### config.mk
export PLATFORM = sky130hd
export DESIGN_NAME = msdap_out_capture
export DESIGN_NICKNAME = d
export VERILOG_FILES = /design/src/rtl/msdap_pkg.sv /design/src/rtl/outcap_fifo.sv /design/src/rtl/msdap_out_capture.sv
export SDC_FILE = /design/constraint.sdc
export NUM_CORES = 1
export LEC_CHECK = 0
export ABC_AREA = 1
export BUFFER_PORTS_ARGS = -buffer_cell sky130_fd_sc_hd__buf_2
export CAP_MARGIN = 15
export CORE_ASPECT_RATIO = 1.2
export CORE_MARGIN = 4
export CORE_UTILIZATION = 29
export DETAILED_ROUTE_END_ITERATION = 10
export PLACE_DENSITY = 0.53
export SYNTH_ARGS = -nofsm -noshare
export SYNTH_HDL_FRONTEND = slang
export SYNTH_SLANG_ARGS = --single-unit
### constraint.sdc
create_clock -name SCLK -period 15.7 [get_ports SCLK]
set_clock_uncertainty 0.1 [all_clocks]
set_input_delay 3.14 -clock SCLK [delete_from_list [all_inputs] [get_ports SCLK]]
set_output_delay 3.14 -clock SCLK [all_outputs]
set_load 0.05 [all_outputs]
### src/rtl/msdap_pkg.sv
// Shared types and constants for the MSDAP output capture block.
package msdap_pkg;

  localparam int unsigned MSDAP_OUT_W = 40;

  typedef enum logic [0:0] {
    CAP_IDLE  = 1'b0,
    CAP_SHIFT = 1'b1
  } cap_state_t;

  // Bit width needed to index or count up to v-1, never less than one bit.
  function automatic int unsigned clog2_min1(input int unsigned v);
    return (v <= 1) ? 1 : $clog2(v);
  endfunction

endpackage

### src/rtl/outcap_fifo.sv
// Register-based FIFO for captured {L,R} word pairs; simultaneous push/pop is legal when full.
module outcap_fifo
  import msdap_pkg::*;
#(
  parameter int unsigned WIDTH = 2 * MSDAP_OUT_W,
  parameter int unsigned DEPTH = 4
) (
  input  logic             clk,
  input  logic             rst,
  input  logic             push,
  input  logic             pop,
  input  logic [WIDTH-1:0] din,
  output logic [WIDTH-1:0] dout,
  output logic             valid,
  output logic             full
);

  localparam int unsigned AW = clog2_min1(DEPTH);
  localparam int unsigned CW = AW + 1;

  logic [WIDTH-1:0] mem_q [DEPTH];
  logic [WIDTH-1:0] mem_d [DEPTH];
  logic [AW-1:0]    wr_ptr_q, wr_ptr_d;
  logic [AW-1:0]    rd_ptr_q, rd_ptr_d;
  logic [CW-1:0]    cnt_q, cnt_d;
  logic             valid_q, valid_d;
  logic             full_q, full_d;
  logic             do_push, do_pop;

  // A pop frees the slot this cycle, so a push into a full FIFO is accepted alongside it.
  always_comb begin
    do_pop   = pop && valid_q;
    do_push  = push && (!full_q || do_pop);
    mem_d    = mem_q;
    wr_ptr_d = wr_ptr_q;
    rd_ptr_d = rd_ptr_q;
    cnt_d    = cnt_q;
    if (do_push) begin
      mem_d[wr_ptr_q] = din;
      wr_ptr_d        = wr_ptr_q + AW'(1);
    end
    if (do_pop) begin
      rd_ptr_d = rd_ptr_q + AW'(1);
    end
    case ({do_push, do_pop})
      2'b10:   cnt_d = cnt_q + CW'(1);
      2'b01:   cnt_d = cnt_q - CW'(1);
      default: cnt_d = cnt_q;
    endcase
    valid_d = (cnt_d != CW'(0));
    full_d  = (cnt_d == CW'(DEPTH));
  end

  always_ff @(posedge clk or posedge rst) begin
    if (rst) begin
      for (int unsigned i = 0; i < DEPTH; i++) begin
        mem_q[i] <= '0;
      end
      wr_ptr_q <= '0;
      rd_ptr_q <= '0;
      cnt_q    <= '0;
      valid_q  <= 1'b0;
      full_q   <= 1'b0;
    end else begin
      mem_q    <= mem_d;
      wr_ptr_q <= wr_ptr_d;
      rd_ptr_q <= rd_ptr_d;
      cnt_q    <= cnt_d;
      valid_q  <= valid_d;
      full_q   <= full_d;
    end
  end

  assign dout  = valid_q ? mem_q[rd_ptr_q] : '0;
  assign valid = valid_q;
  assign full  = full_q;

endmodule

### src/rtl/msdap_out_capture.sv
// Deserialises the MSDAP L/R serial outputs into word pairs and queues them for a consumer.
// Optional OUTCAP_WORDCNT_EN adds a 16-bit count of accepted words on port word_cnt.
module msdap_out_capture
  import msdap_pkg::*;
#(
  parameter int unsigned WORD_W = MSDAP_OUT_W,
  parameter int unsigned DEPTH  = 4
) (
  input  logic              SCLK,
  input  logic              Reset,
  input  logic              OutReady,
  input  logic              OutputL,
  input  logic              OutputR,
  input  logic              rd_en,
  input  logic              clr_flags,
  output logic              valid,
  output logic [WORD_W-1:0] DataL,
  output logic [WORD_W-1:0] DataR,
  output logic              full,
  output logic              frame_err,
`ifdef OUTCAP_WORDCNT_EN
  output logic [15:0]       word_cnt,
`endif
  output logic              overflow
);

  localparam int unsigned CNT_W = clog2_min1(WORD_W + 1);

  cap_state_t          state_q, state_d;
  logic [CNT_W-1:0]    cnt_q, cnt_d, cnt_inc;
  logic [WORD_W-1:0]   shl_q, shl_d;
  logic [WORD_W-1:0]   shr_q, shr_d;
  logic                frame_err_q, frame_err_d;
  logic                overflow_q, overflow_d;
  logic                push_req, frame_set, overflow_set;
  logic [2*WORD_W-1:0] fifo_dout;

  // Capture FSM: the first bit of a word is taken in IDLE, the word completes on the WORD_W-th bit.
  always_comb begin
    state_d   = state_q;
    cnt_d     = cnt_q;
    shl_d     = shl_q;
    shr_d     = shr_q;
    push_req  = 1'b0;
    frame_set = 1'b0;
    cnt_inc   = cnt_q + CNT_W'(1);
    case (state_q)
      CAP_IDLE: begin
        if (OutReady) begin
          shl_d   = {shl_q[WORD_W-2:0], OutputL};
          shr_d   = {shr_q[WORD_W-2:0], OutputR};
          cnt_d   = cnt_inc;
          state_d = CAP_SHIFT;
        end
      end
      CAP_SHIFT: begin
        if (OutReady) begin
          shl_d = {shl_q[WORD_W-2:0], OutputL};
          shr_d = {shr_q[WORD_W-2:0], OutputR};
          cnt_d = cnt_inc;
        end else begin
          frame_set = 1'b1;
          cnt_d     = '0;
          state_d   = CAP_IDLE;
        end
      end
      default: begin
        cnt_d   = '0;
        state_d = CAP_IDLE;
      end
    endcase
    if (OutReady && (cnt_inc == CNT_W'(WORD_W))) begin
      push_req = 1'b1;
      cnt_d    = '0;
      state_d  = CAP_IDLE;
    end
  end

  // Setting events take priority over a same-cycle clear.
  always_comb begin
    overflow_set = push_req && full && !rd_en;
    frame_err_d  = frame_set || (frame_err_q && !clr_flags);
    overflow_d   = overflow_set || (overflow_q && !clr_flags);
  end

  always_ff @(posedge SCLK or posedge Reset) begin
    if (Reset) begin
      state_q     <= CAP_IDLE;
      cnt_q       <= '0;
      shl_q       <= '0;
      shr_q       <= '0;
      frame_err_q <= 1'b0;
      overflow_q  <= 1'b0;
    end else begin
      state_q     <= state_d;
      cnt_q       <= cnt_d;
      shl_q       <= shl_d;
      shr_q       <= shr_d;
      frame_err_q <= frame_err_d;
      overflow_q  <= overflow_d;
    end
  end

  outcap_fifo #(
    .WIDTH (2 * WORD_W),
    .DEPTH (DEPTH)
  ) u_fifo (
    .clk   (SCLK),
    .rst   (Reset),
    .push  (push_req),
    .pop   (rd_en),
    .din   ({shl_d, shr_d}),
    .dout  (fifo_dout),
    .valid (valid),
    .full  (full)
  );

`ifdef OUTCAP_WORDCNT_EN
  logic [15:0] word_cnt_q, word_cnt_d;
  logic        accept;

  // Counts only pairs the FIFO actually took; wraps naturally at 16 bits.
  always_comb begin
    accept     = push_req && (!full || rd_en);
    word_cnt_d = accept ? (word_cnt_q + 16'(1)) : word_cnt_q;
  end

  always_ff @(posedge SCLK or posedge Reset) begin
    if (Reset) begin
      word_cnt_q <= '0;
    end else begin
      word_cnt_q <= word_cnt_d;
    end
  end

  assign word_cnt = word_cnt_q;
`endif

  assign DataL     = fifo_dout[2*WORD_W-1:WORD_W];
  assign DataR     = fifo_dout[WORD_W-1:0];
  assign frame_err = frame_err_q;
  assign overflow  = overflow_q;

endmodule

Word-level counts from Yosys, hierarchy flattened
Index checks and enable logic that the tools add are counted.
{"block": "word_totals", "register_bits": 418, "latch_bits": 0, "ramBits": 0, "mem_bits_ro": 0, "inputBits": 7, "out_inout_bits": 84, "elab_cells": 65, "mem_count": 0}
{"block": "classes", "addsub": 5, "multipliers": 0, "n_div": 0, "magnitude_cmp": 3, "n_eq_ne": 5, "shift": 0, "mux": 19, "bitwise_logic": 3, "n_reduce_logical": 15}
{"op": "$bwmux 320", "count": 1}
{"op": "$mux 80", "count": 4}
{"op": "$bmux 80 s2", "count": 1}
{"op": "$demux 80 s2", "count": 1}
{"op": "$mux 40", "count": 2}
{"op": "$mux 6", "count": 3}
{"op": "$pmux 6 s2", "count": 1}
{"op": "$logic_and 1x1->1", "count": 8}
{"op": "$add 6x1->6 const B", "count": 1}
{"op": "$eq 6x6->1 const B", "count": 1}
{"op": "$ge 3x3->1 const B", "count": 2}
{"op": "$not 2->3", "count": 2}
{"op": "$pmux 3 s2", "count": 1}
{"op": "$mux 1", "count": 5}
{"op": "$add 2x1->2 const B", "count": 2}
{"op": "$add 3x1->3 const B", "count": 1}
{"op": "$eq 3x3->1 const B", "count": 1}
{"op": "$logic_not 1->1", "count": 3}
{"op": "$logic_or 1x1->1", "count": 3}
{"op": "$lt 3x1->1 const B", "count": 1}
{"op": "$ne 3x3->1 const B", "count": 1}
{"op": "$reduce_bool 3->1", "count": 1}
{"op": "$sub 3x1->3 const B", "count": 1}
{"op": "$eq 2x1->1 const B", "count": 1}
{"op": "other kinds (2)", "count": 2}

Longest topological paths before layout
{"block": "logic_depth", "word_depth": 8, "ltp_mapped": 17, "mapped_depth_nobuf": 16}

Hierarchy
Synthesis repeated with hierarchy kept, for this count alone.
{"block": "unflattened", "cells_unflattened": 2474, "area_unflattened_um2": 19314.8}
{"mod": "outcap_fifo", "instances": 1, "cells_per_inst": 2109, "area_per_inst_um2": 15861.5, "seq_area_each_um2": 8232.9}
{"mod": "msdap_out_capture", "instances": 1, "cells_per_inst": 365, "area_per_inst_um2": 3453.3, "seq_area_each_um2": 2227.1}

Worst setup path after synthesis
Ideal clock, no wire load.
{"block": "synth_path", "path_type": "reg-to-output", "startpoint": "register u_fifo.rd_ptr_q[0]", "endpoint": "output DataL[20]", "arrival_time_ns": 2.102, "t_required_ns": 12.460, "setup_slack_ns": 10.358, "stages_incl_launch_ff": 8, "n_path_buf": 3, "cell_sequence": "dfrtp_1 -> clkbuf_1 -> clkbuf_1 -> clkbuf_1 -> nor2_1 -> nor2_1 -> o21ai_0 -> a21oi_1"}
{"block": "synth_between", "elab_chain_len": 5}
{"element": "from (decl)", "line_no": "outcap_fifo.sv:24", "source": "logic [AW-1:0] rd_ptr_q, rd_ptr_d;"}
{"element": "from (signal assigned)", "line_no": "outcap_fifo.sv:67", "source": "rd_ptr_q <= rd_ptr_d;"}
{"element": "$not 2->3 (implied by the code)", "line_no": "outcap_fifo.sv:74", "source": "assign dout = valid_q ? mem_q[rd_ptr_q] : '0;"}
{"element": "$bmux 80 s2", "line_no": "outcap_fifo.sv:74"}
{"element": "$mux 80 (implied by the code) (2 in a row)", "line_no": "outcap_fifo.sv:74"}
{"element": "$mux 80", "line_no": "outcap_fifo.sv:74"}
{"element": "to (decl)", "line_no": "msdap_out_capture.sv:17", "source": "output logic [WORD_W-1:0] DataL,"}
Every way passes these cells. The select of a mux whose other input is x is not followed.

Worst setup path after layout
{"block": "layout_path", "startpoint": "register u_fifo.rd_ptr_q[0]", "endpoint": "output DataL[23]"}
Same word-level chain as after synthesis.

==> metrics.txt <==
status=finished, final reports clean; # DRC=0; dpl cells=approximately 3,200; first-pass GRT wire length=95,300 um; vias per cell=~5; fin crit period=7.17 ns; final hold slack=approximately 0.36 ns; Final setup viols=0; HP Class=reg2reg; Clock Pin Slew Worst Setup and Hold Paths=about 0.06 ns; die height=290 um; DP HPWL=30,300 um; Antenna Nets Post-Route=0; synth unique cells=27; Nets=2,448; worst skew pair latency=0.56 ns; initial antenna violation count=1; critical path endpoint category=primary output; crit path max fanout=65; vias in the first global route=16,600; PD cells=162 nW/um^2; largest net degree at the start of global routing=162; CTS root buffer=clkbuf_16; Routed wire per std cell=18.0 um; RSZ-0062 raised after global routing=no; DR vias=16,500; overall routing resource usage=0.166; Worst Max-Slew Pin Slew=1.18 ns; post-CTS setup repair buffer count=0; commonest register cell after synthesis=dfrtp_1; Rows=around 100; GP Congestion=0.739; Initial Util=0.293; Area growth syn-to-layout=11.4%; kind of critical path=reg2out; post-route cell area=between 20,000 and 25,000 sq um; Worst setup startpoint=u_fifo.rd_ptr_q[0]$_DFFE_PP0P_; Post-synth ARST share=1.00; grt ovf=0; CTS buffer count=44; Hold Path Origin=u_fifo.mem_q[195]$_DFFE_PP0P_; Initial DRT Pass Iterations=7; setup TNS=0 ns; Yosys reg bits=418; H-tree Lvls=2; startpoint class of the critical path=flip-flop; Max-Cap Viols=0; Yosys warning total=0; Max-Slew Margin vs Limit=0.216; top cells by count, synth=nand2_1, dfrtp_1, nor2_1; WP data arrival=about 3.9 ns; Sink Count=around 420; Cell Count, Final, Fillers Out=3,303; fraction of layout cells with a size suffix above 1=0.0796; clk buf depth=3; core area=about 66,000 sq um; Slew Viols, Final=0; Final period util=0.457; Placed Area=20,000 sq um; leakage power=between 10 and 15 nW; Seq/Total Area, Yosys=0.544; Post-synth EDFFs=0; top cell type's share of synthesized area=0.544; synth top area cells=dfrtp_1, nand2_1, nand3_1; die area=70,500 sq um; Die X=about 240 um; Mapped Area=19,200 sq um; initial drt markers=1,604; cts repair resizes=0; overall power=0.00347 W; worst r2r src=cnt_q[0]$_DFFE_PP0P_; CTS tree=built; synthesized area per cell=7.83 sq um; # IOs=91; peak supply drop=between 90 and 100 uV; Ant. Diodes=0; final WL=59,500 um; Yosys top cell by area=dfrtp_1; hold buffer count at CTS=0; Fmax=~140 MHz; count leader, synth=nand2_1; WP data required=12.46 ns; Port-buffer cells=90; Hold Violations, Final=0; Synth Net Count=2,469; Post-Synthesis Cells=2,455
[logic make-up after synthesis]
family,Yosys count,synth area share
buf+inv,206,0.0532
compound gates,252,0.0659
fa+ha+maj,7,0.00495
mux,1,0.000586
xor+xnor,3,0.00137
simple gates,1568,0.330
flops,418,0.544
[worst max-delay path: stages (launching register included)]
cell     delay, ns
dfrtp_4       0.81
buf_4         0.67
buf_4         0.77
nor2_1        0.11
nor2_1        0.11
o21ai_0       0.11
a21oi_1       0.39
buf_2         0.35
[stage by stage]
step	utilization	worst slack, ns
detailed placement	0.305	8.25
finish	0.326	8.53
floorplan	-	0.825
global placement	0.305	8.31
global route	0.326	8.27
CTS	0.325	8.43
[sequential cells by signal, summed over array words and instances (netlist names)]
register,flops
u_fifo.mem_q,320
shl_q,40
shr_q,40
cnt_q,6
u_fifo.cnt_q,3
u_fifo.rd_ptr_q,2
u_fifo.wr_ptr_q,2
frame_err,1
overflow,1
state_q,1
u_fifo.full,1
u_fifo.valid,1
[final timing paths]
path | end | slack, ns | cells after the start
min in group asynchronous | u_fifo.mem_q[173]$_DFFE_PP0P_ | 2.64 | 2
worst max-delay path | DataL[23] | 8.53 | 7
worst max register to register | u_fifo.mem_q[198]$_DFFE_PP0P_ | 11.15 | 14
worst min-delay path | u_fifo.mem_q[195]$_DFFE_PP0P_ | 0.36 | 2
worst min register to register | u_fifo.mem_q[195]$_DFFE_PP0P_ | 0.36 | 2
max in group asynchronous | u_fifo.rd_ptr_q[0]$_DFFE_PP0P_ | 11.19 | 3
[per-layer routing]
layer	vias to the layer above	wire [um]	global-route usage
li1	7807	-	-
met1	8118	26300	0.222
met2	457	28500	0.282
met3	80	3160	0.0246
met4	0	1550	0.0473
met5	-	0	0
[power by group]
group / switching, W / total, W / internal (W)
sequential: 0.0000611 / 0.00117 / 0.00111
clock: 0.000426 / 0.000990 / 0.000564
combinational: 0.00102 / 0.00130 / 0.000282
[cell usage in the layout, fill, tap and decap left out, types with 3 or more instances in the layout]
cell and count:
nand2_1 904, dfrtp_1 416, nor2_1 328, nand3_1 326, o21ai_0 165, buf_2 89, a21oi_1 81, clkbuf_16 45
buf_4 25, inv_1 17, clkbuf_1 14, clkbuf_8 8, clkinv_2 5, inv_2 4, ha_2 4, nand4_1 3
nand4_4 3, o22ai_1 3, inv_6 3
[area by class of cell]
type                    instances  area, sq um
flip-flops and latches        418        10500
multi-input cells            1831         7780
clock inverters                 8         50.0
repair buffers                116          688
well taps                     840         1050
clock buffers                  67         1290
inverters                      23         98.8
fillers                      7011        44300
(Power assumes the default switching activity.)
